--- src/rtl/sequenciador_programa_if.sv ---
// ----------------------------------------------------------------------------
// sequenciador_programa_if
// Bundle between the program sequencer, its instruction ROM and the
// multicycle processor.
//   i_start       : begin execution from address 0
//   i_rom_data    : ROM word at o_addr (asynchronous read)
//   i_done        : processor instruction-complete flag
//   o_addr        : ROM address (program counter)
//   o_din         : word presented to the processor DIN port
//   o_run         : one-cycle pulse per issued instruction
//   o_busy        : fetching, issuing or waiting on the processor
//   o_halted      : stopped on a HALT word
//   o_error       : processor did not answer within the timeout
//   o_instr_count : retired instructions, saturating at 255
// master = sequencer side, slave = environment (ROM + processor) side.
// ----------------------------------------------------------------------------
interface sequenciador_programa_if #(
    parameter int unsigned ADDR_W = 5
);
    logic              i_start;
    logic [15:0]       i_rom_data;
    logic              i_done;
    logic [ADDR_W-1:0] o_addr;
    logic [15:0]       o_din;
    logic              o_run;
    logic              o_busy;
    logic              o_halted;
    logic              o_error;
    logic [7:0]        o_instr_count;

    modport master (
        input  i_start, i_rom_data, i_done,
        output o_addr, o_din, o_run, o_busy, o_halted, o_error, o_instr_count
    );

    modport slave (
        output i_start, i_rom_data, i_done,
        input  o_addr, o_din, o_run, o_busy, o_halted, o_error, o_instr_count
    );
endinterface

--- src/rtl/sequenciador_programa.sv ---
// ----------------------------------------------------------------------------
// sequenciador_programa
// Fetches 16-bit instructions from an asynchronous-read ROM, hands each one
// to the multicycle processor with a one-cycle Run pulse (plus the immediate
// word for mvi), waits for Done, counts retired instructions and stops on a
// HALT word (opcode 111) or when the processor fails to answer in time.
// Ports:
//   i_clock  : rising-edge clock
//   i_resetn : asynchronous active-low reset
//   io_bus   : sequenciador_programa_if master modport (start, ROM, processor)
// Parameters:
//   ADDR_W   : ROM address width; PC wraps modulo 2**ADDR_W
//   TIMEOUT  : maximum WAIT cycles allowed for Done before ERROR
// ----------------------------------------------------------------------------
module sequenciador_programa #(
    parameter int unsigned ADDR_W  = 5,
    parameter int unsigned TIMEOUT = 8
) (
    input  logic                   i_clock,
    input  logic                   i_resetn,
    sequenciador_programa_if.master io_bus
);

    localparam int unsigned     WaitW   = $clog2(TIMEOUT + 1);
    localparam logic [WaitW-1:0] WaitMax = WaitW'(TIMEOUT);
    localparam logic [2:0]      OpMvi   = 3'b001;
    localparam logic [2:0]      OpHalt  = 3'b111;

    typedef enum logic [2:0] {
        StIdle,
        StFetch,
        StIssue,
        StWait,
        StHalted,
        StError
    } state_e;

    state_e            r_state, w_state_next;
    logic [ADDR_W-1:0] r_pc, w_pc_next;
    logic [15:0]       r_din, w_din_next;
    logic [2:0]        r_op, w_op_next;
    logic [7:0]        r_count, w_count_next;
    logic [WaitW-1:0]  r_wait, w_wait_next;
    logic              w_is_halt;

    assign w_is_halt = (io_bus.i_rom_data[8:6] == OpHalt);

    // State register
    always_ff @(posedge i_clock or negedge i_resetn) begin
        if (!i_resetn) begin
            r_state <= StIdle;
        end else begin
            r_state <= w_state_next;
        end
    end

    // Datapath registers
    always_ff @(posedge i_clock or negedge i_resetn) begin
        if (!i_resetn) begin
            r_pc    <= '0;
            r_din   <= '0;
            r_op    <= '0;
            r_count <= '0;
            r_wait  <= '0;
        end else begin
            r_pc    <= w_pc_next;
            r_din   <= w_din_next;
            r_op    <= w_op_next;
            r_count <= w_count_next;
            r_wait  <= w_wait_next;
        end
    end

    // Next-state logic
    always_comb begin
        w_state_next = r_state;
        case (r_state)
            StIdle, StHalted, StError: begin
                if (io_bus.i_start) w_state_next = StFetch;
            end
            StFetch: w_state_next = w_is_halt ? StHalted : StIssue;
            StIssue: w_state_next = StWait;
            StWait: begin
                // Done wins over a timeout on the same edge
                if (io_bus.i_done) begin
                    w_state_next = StFetch;
                end else if (r_wait == WaitMax) begin
                    w_state_next = StError;
                end
            end
            default: w_state_next = StIdle;
        endcase
    end

    // Datapath next values
    always_comb begin
        w_pc_next    = r_pc;
        w_din_next   = r_din;
        w_op_next    = r_op;
        w_count_next = r_count;
        w_wait_next  = r_wait;
        case (r_state)
            StIdle, StHalted, StError: begin
                if (io_bus.i_start) begin
                    w_pc_next    = '0;
                    w_count_next = '0;
                end
            end
            StFetch: begin
                // A HALT word leaves PC, DIN and the count untouched
                if (!w_is_halt) begin
                    w_din_next = io_bus.i_rom_data;
                    w_op_next  = io_bus.i_rom_data[8:6];
                    w_pc_next  = r_pc + ADDR_W'(1);
                end
            end
            StIssue: begin
                // mvi: the immediate follows the opcode and is held through T1
                if (r_op == OpMvi) begin
                    w_din_next = io_bus.i_rom_data;
                    w_pc_next  = r_pc + ADDR_W'(1);
                end
                w_wait_next = WaitW'(1);
            end
            StWait: begin
                if (io_bus.i_done) begin
                    if (r_count != 8'hFF) w_count_next = r_count + 8'd1;
                end else if (r_wait != WaitMax) begin
                    w_wait_next = r_wait + WaitW'(1);
                end
            end
            default: ;
        endcase
    end

    // Outputs: registers or decodes of the state register only
    always_comb begin
        io_bus.o_addr        = r_pc;
        io_bus.o_din         = r_din;
        io_bus.o_instr_count = r_count;
        io_bus.o_run         = (r_state == StIssue);
        io_bus.o_busy        = (r_state == StFetch) || (r_state == StIssue) ||
                               (r_state == StWait);
        io_bus.o_halted      = (r_state == StHalted);
        io_bus.o_error       = (r_state == StError);
    end

endmodule
--- src/flat_wrapper.sv ---
// flat-port wrapper written by rule: the top's interface ports become plain ports
module sequenciador_programa_flat 
#(
    parameter int unsigned ADDR_W  = 5,
    parameter int unsigned TIMEOUT = 8
)
  (i_clock, i_resetn, io_bus_i_start, io_bus_i_rom_data, io_bus_i_done, io_bus_o_addr, io_bus_o_din, io_bus_o_run, io_bus_o_busy, io_bus_o_halted, io_bus_o_error, io_bus_o_instr_count);
  sequenciador_programa_if #(.ADDR_W(ADDR_W)) io_bus_i ();
  input  logic i_clock;
  input  logic i_resetn;
  input wire logic [$bits(io_bus_i.i_start)-1:0] io_bus_i_start;
  input wire logic [$bits(io_bus_i.i_rom_data)-1:0] io_bus_i_rom_data;
  input wire logic [$bits(io_bus_i.i_done)-1:0] io_bus_i_done;
  output wire logic [$bits(io_bus_i.o_addr)-1:0] io_bus_o_addr;
  output wire logic [$bits(io_bus_i.o_din)-1:0] io_bus_o_din;
  output wire logic [$bits(io_bus_i.o_run)-1:0] io_bus_o_run;
  output wire logic [$bits(io_bus_i.o_busy)-1:0] io_bus_o_busy;
  output wire logic [$bits(io_bus_i.o_halted)-1:0] io_bus_o_halted;
  output wire logic [$bits(io_bus_i.o_error)-1:0] io_bus_o_error;
  output wire logic [$bits(io_bus_i.o_instr_count)-1:0] io_bus_o_instr_count;
  assign io_bus_i.i_start = io_bus_i_start;
  assign io_bus_i.i_rom_data = io_bus_i_rom_data;
  assign io_bus_i.i_done = io_bus_i_done;
  assign io_bus_o_addr = io_bus_i.o_addr;
  assign io_bus_o_din = io_bus_i.o_din;
  assign io_bus_o_run = io_bus_i.o_run;
  assign io_bus_o_busy = io_bus_i.o_busy;
  assign io_bus_o_halted = io_bus_i.o_halted;
  assign io_bus_o_error = io_bus_i.o_error;
  assign io_bus_o_instr_count = io_bus_i.o_instr_count;
  sequenciador_programa #(.ADDR_W(ADDR_W), .TIMEOUT(TIMEOUT)) u_core (.i_clock(i_clock), .i_resetn(i_resetn), .io_bus(io_bus_i));
endmodule
--- config.mk ---
export PLATFORM = sky130hd
export DESIGN_NAME = sequenciador_programa_flat
export DESIGN_NICKNAME = d
export VERILOG_FILES = /design/src/rtl/sequenciador_programa_if.sv /design/src/rtl/sequenciador_programa.sv /design/src/flat_wrapper.sv
export SDC_FILE = /design/constraint.sdc
export NUM_CORES = 1
export LEC_CHECK = 0
export CORE_ASPECT_RATIO = 0.7
export CORE_MARGIN = 1.5
export CORE_UTILIZATION = 60
export CTS_CLUSTER_SIZE = 40
export DETAILED_ROUTE_END_ITERATION = 16
export DONT_BUFFER_PORTS = 1
export HOLD_SLACK_MARGIN = 0.1
export PLACE_DENSITY_LB_ADDON = 0.15
export SYNTH_ARGS = -nofsm -noshare
export SYNTH_HDL_FRONTEND = slang
export SYNTH_SLANG_ARGS = --single-unit
--- constraint.sdc ---
create_clock -name i_clock -period 3.92 [get_ports i_clock]
set_input_delay 0.392 -clock i_clock [delete_from_list [all_inputs] [get_ports i_clock]]
set_output_delay 0.392 -clock i_clock [all_outputs]
set_load 0.02 [all_outputs]
==> results.yml <==
grt:
  track_usage_pct: 24.2
  grt_pass1_vias: 1448
  overflow: 0
  grt_max_degree: 40
  antenna_found_initial: 0
  grt_pass1_wl_um: 6710
finish:
  fin_nets: 203
  area_growth_pct: 6.53
  drive_above_1_share_pct: 17.8
  final_core_util_pct: 67.4
  num_antenna_cells: 0
  final_area_um2: 2120
  final_cells: 218
worst_setup_path:
  path_class: "register to register"
  r2r-end: "u_core.io_bus.o_din[15]$_DFFE_PN0P_"
  r2r_start: "u_core.r_state[1]$_DFFE_PN0P_"
  slowest_stage: "nor3b_2"
  reg2reg_slack_ns: 1.57
  crit_arrival_ns: 2.52
  startpoint_type: "register"
  crit_chain: "nor3b_2 -> nor2_2 -> nor2_4 -> mux2_2"
  endpoint_kind: "register"
  crit_path_start: "u_core.r_state[1]$_DFFE_PN0P_"
  required_ns: 4.10
  r2r_cells: 4
  cp-endpoint: "u_core.io_bus.o_din[15]$_DFFE_PN0P_"
  worstPathMaxFanout: 18
  cp_slowest_stage_delay_ns: 0.59
drt:
  route.detailed.drc: 3
  route.vias.total: 1418
  wl_per_cell_um: 18.4
  drtAntennaViolNets: 0
  viasPerCell: 6.50
  wl_um: 4020
  dr.pass1.iters: 10
  first_iter_violations: 111
synth:
  synth_warnings: 0
  syn_area_per_cell_um2: 11.3
  syn-num-nets: 201
  ys_ff_latch: 39
  synth_cells: 177
  postSynth.asyncResetShare_pct: 100
  netlist_area_um2: 1990
  seq_area_frac_synth_pct: 49.0
  synth_edf_count: 0
  synth.distinct_cells: 44
  synthFlopType: "dfrtp_1"
power:
  p_seq_share_pct: 46.0
  p_int_mw: 1.16
  total_power_mw: 2.05
  switchingPower_mw: 0.896
  power_frac_clock_pct: 16.2
  power.leakage_nw: 0.892
  pwr_density_cell_nw_per_um2: 967
  swShare_pct: 43.7
  p_comb_share_pct: 37.8
  vdd_drop_max_v: 0.000614
placed_design:
  place_ws_ns: 1.60
  numPortBuffers: 0
  dp_hpwl_um: 2850
  dp_cells: 208
  routabilityCongestion: 0.930
  place_area_um2: 1980
min_path:
  hold_class: "input pin to register"
  min_from: "io_bus_i_start"
timing:
  setup_violations: 0
  finalMaxSlewViolations: 0
  skew_ns: 0.00184
  whs_ns: 0.219
  fin_crit_ns: 2.35
  tightest_slew_ns: 0.644
  max_slew_margin_pct: 57.1
  timing.final.crit_share_pct: 59.9
  worst_slack_ns: 1.57
  rsz0062_at_grt: "no"
  setup_tns_ns: 0
  hold_viol_final: 0
  fmax_mhz: 426
floorplanning:
  die_x_um: 71.9
  num_rows: 17
  coreArea_um2: 3150
  initial_core_util_pct: 63.3
  die_h_um: 51.2
  dieArea_um2: 3680
  io_pins: 53
cts:
  cts_sinks: 39
  cts_setup_buffers: 0
  h-tree-depth: 2
  clkTransAtPathRegs_ns: 0.08
  clk_latency_ns: 0.29
  ctsResizeCount: 0
  clockBufferDepth: 2
  root_buffer: "clkbuf_8"
  cts_made_buffers: 5
  cts_tree: "yes"
run_status:
  status: "finished with violations"
  violations: "DRC"
run:
  cap_violations: 0
## layer usage
| layer | global-route usage [%] | vias up | wire length (um) | share of wire [%] |
|---|---|---|---|---|
| li1 | - | 651 | - | - |
| met3 | 9.86 | 4 | 350 | 8.7 |
| met2 | 38.0 | 81 | 1880 | 47 |
| met1 | 31.0 | 682 | 1760 | 44 |
| met5 | 0 | - | 0 | 0 |
| met4 | 7.23 | 0 | 27 | 0.67 |
## flip-flops by register name, summed over array words and instances (netlist names)
signal                       flops
u_core.r_state                   3
u_core.r_op                      3
u_core.r_wait                    4
u_core.io_bus.o_din             16
u_core.io_bus.o_instr_count      8
u_core.io_bus.o_addr             5
## layout by cell type, fill, tap and decap left out, types with 4 or more instances in the layout
master and count:
dfrtp_1 39, inv_1 13, nand2_1 11, o21ai_0 10, mux2_2 9, nand3_1 8, mux2_4 8, nor2_1 6
a21oi_1 6, nor3_1 5, clkbuf_8 5, a31oi_1 4, o211ai_1 4, mux2i_1 4, ha_1 4
## worst min-delay path by stage
stage,endpoint,slack (ns),depth (start not counted)
5_1_grt,u_core.r_state[2]$_DFFE_PN0P_,0.21,1
6_report,u_core.r_state[2]$_DFFE_PN0P_,0.22,1
2_1_floorplan,u_core.io_bus.o_addr[0]$_DFFE_PN0P_,0.1,0
4_1_cts,u_core.r_state[2]$_DFFE_PN0P_,0.21,1
3_3_place_gp,u_core.io_bus.o_addr[1]$_DFFE_PN0P_,0.1,0
3_5_place_dp,u_core.io_bus.o_addr[1]$_DFFE_PN0P_,0.1,0
## cells in the mapped netlist, drive strengths merged (2+ instances only)
library cell  count  share of area [%]
nor3b             3                1.4
o211ai            4                1.5
o22ai             3               0.94
dfrtp            39                 49
and2              2               0.63
nor4              2               0.94
buf               6                2.8
nand2b            2               0.63
a22o              2               0.88
a31oi             4                1.3
mux2i             4                2.0
nor2              8                2.0
inv              13                2.4
nand3             8                2.0
o22a              3                1.3
or3               3               0.94
a21oi             6                1.5
nor3              5                1.3
a32oi             2               0.88
ha                4                2.5
nand2            11                2.1
mux2             17                 11
a2bb2oi           3                1.3
o21ai            10                2.5
o221ai            2               0.88
## worst max-delay path, delay by kind of cell, from the launching register on
family	cells	cell delay (ns)
flops	1	0.54
mux	1	0.40
simple gates	3	1.29
## power by group through the flow
stage | Combinational (mW) | Clock (mW) | Sequential [mW]
floorplan | 0.745 | 0 | 0.868
global placement | 0.719 | 0 | 0.933
detailed placement | 0.762 | 0 | 0.946
CTS | 0.775 | 0.339 | 0.942
global route | 0.859 | 0.356 | 0.969
finish | 0.775 | 0.332 | 0.945
## logic make-up after synthesis
| kind of cell | after synthesis | synth area share, % |
|---|---|---|
| and+or+nand+nor | 51 | 14.8 |
| muxes | 21 | 13.1 |
| buffers and inverters | 20 | 5.46 |
| DFF | 39 | 49.0 |
| AOI/OAI and AO/OA | 42 | 15.1 |
| adders and majority gates | 4 | 2.51 |
## layout make-up
type | count | area [um^2]
Fill cell | 241 | 1030
Clock inverter | 3 | 43.8
Timing Repair Buffer | 2 | 30.0
Inverter | 13 | 48.8
Sequential cell | 39 | 976
Tap cell | 38 | 47.5
Multi-Input combinational cell | 118 | 907
Clock buffer | 5 | 68.8
## repair_timing
| action | in CTS | in global routing |
|---|---|---|
| hold buffers | 2 | 0 |
| hold endpoints to repair | 39 | 0 |
| endpoints found under the setup margin | 0 | 0 |
No activity file was read; power rests on OpenSTA's default activity.
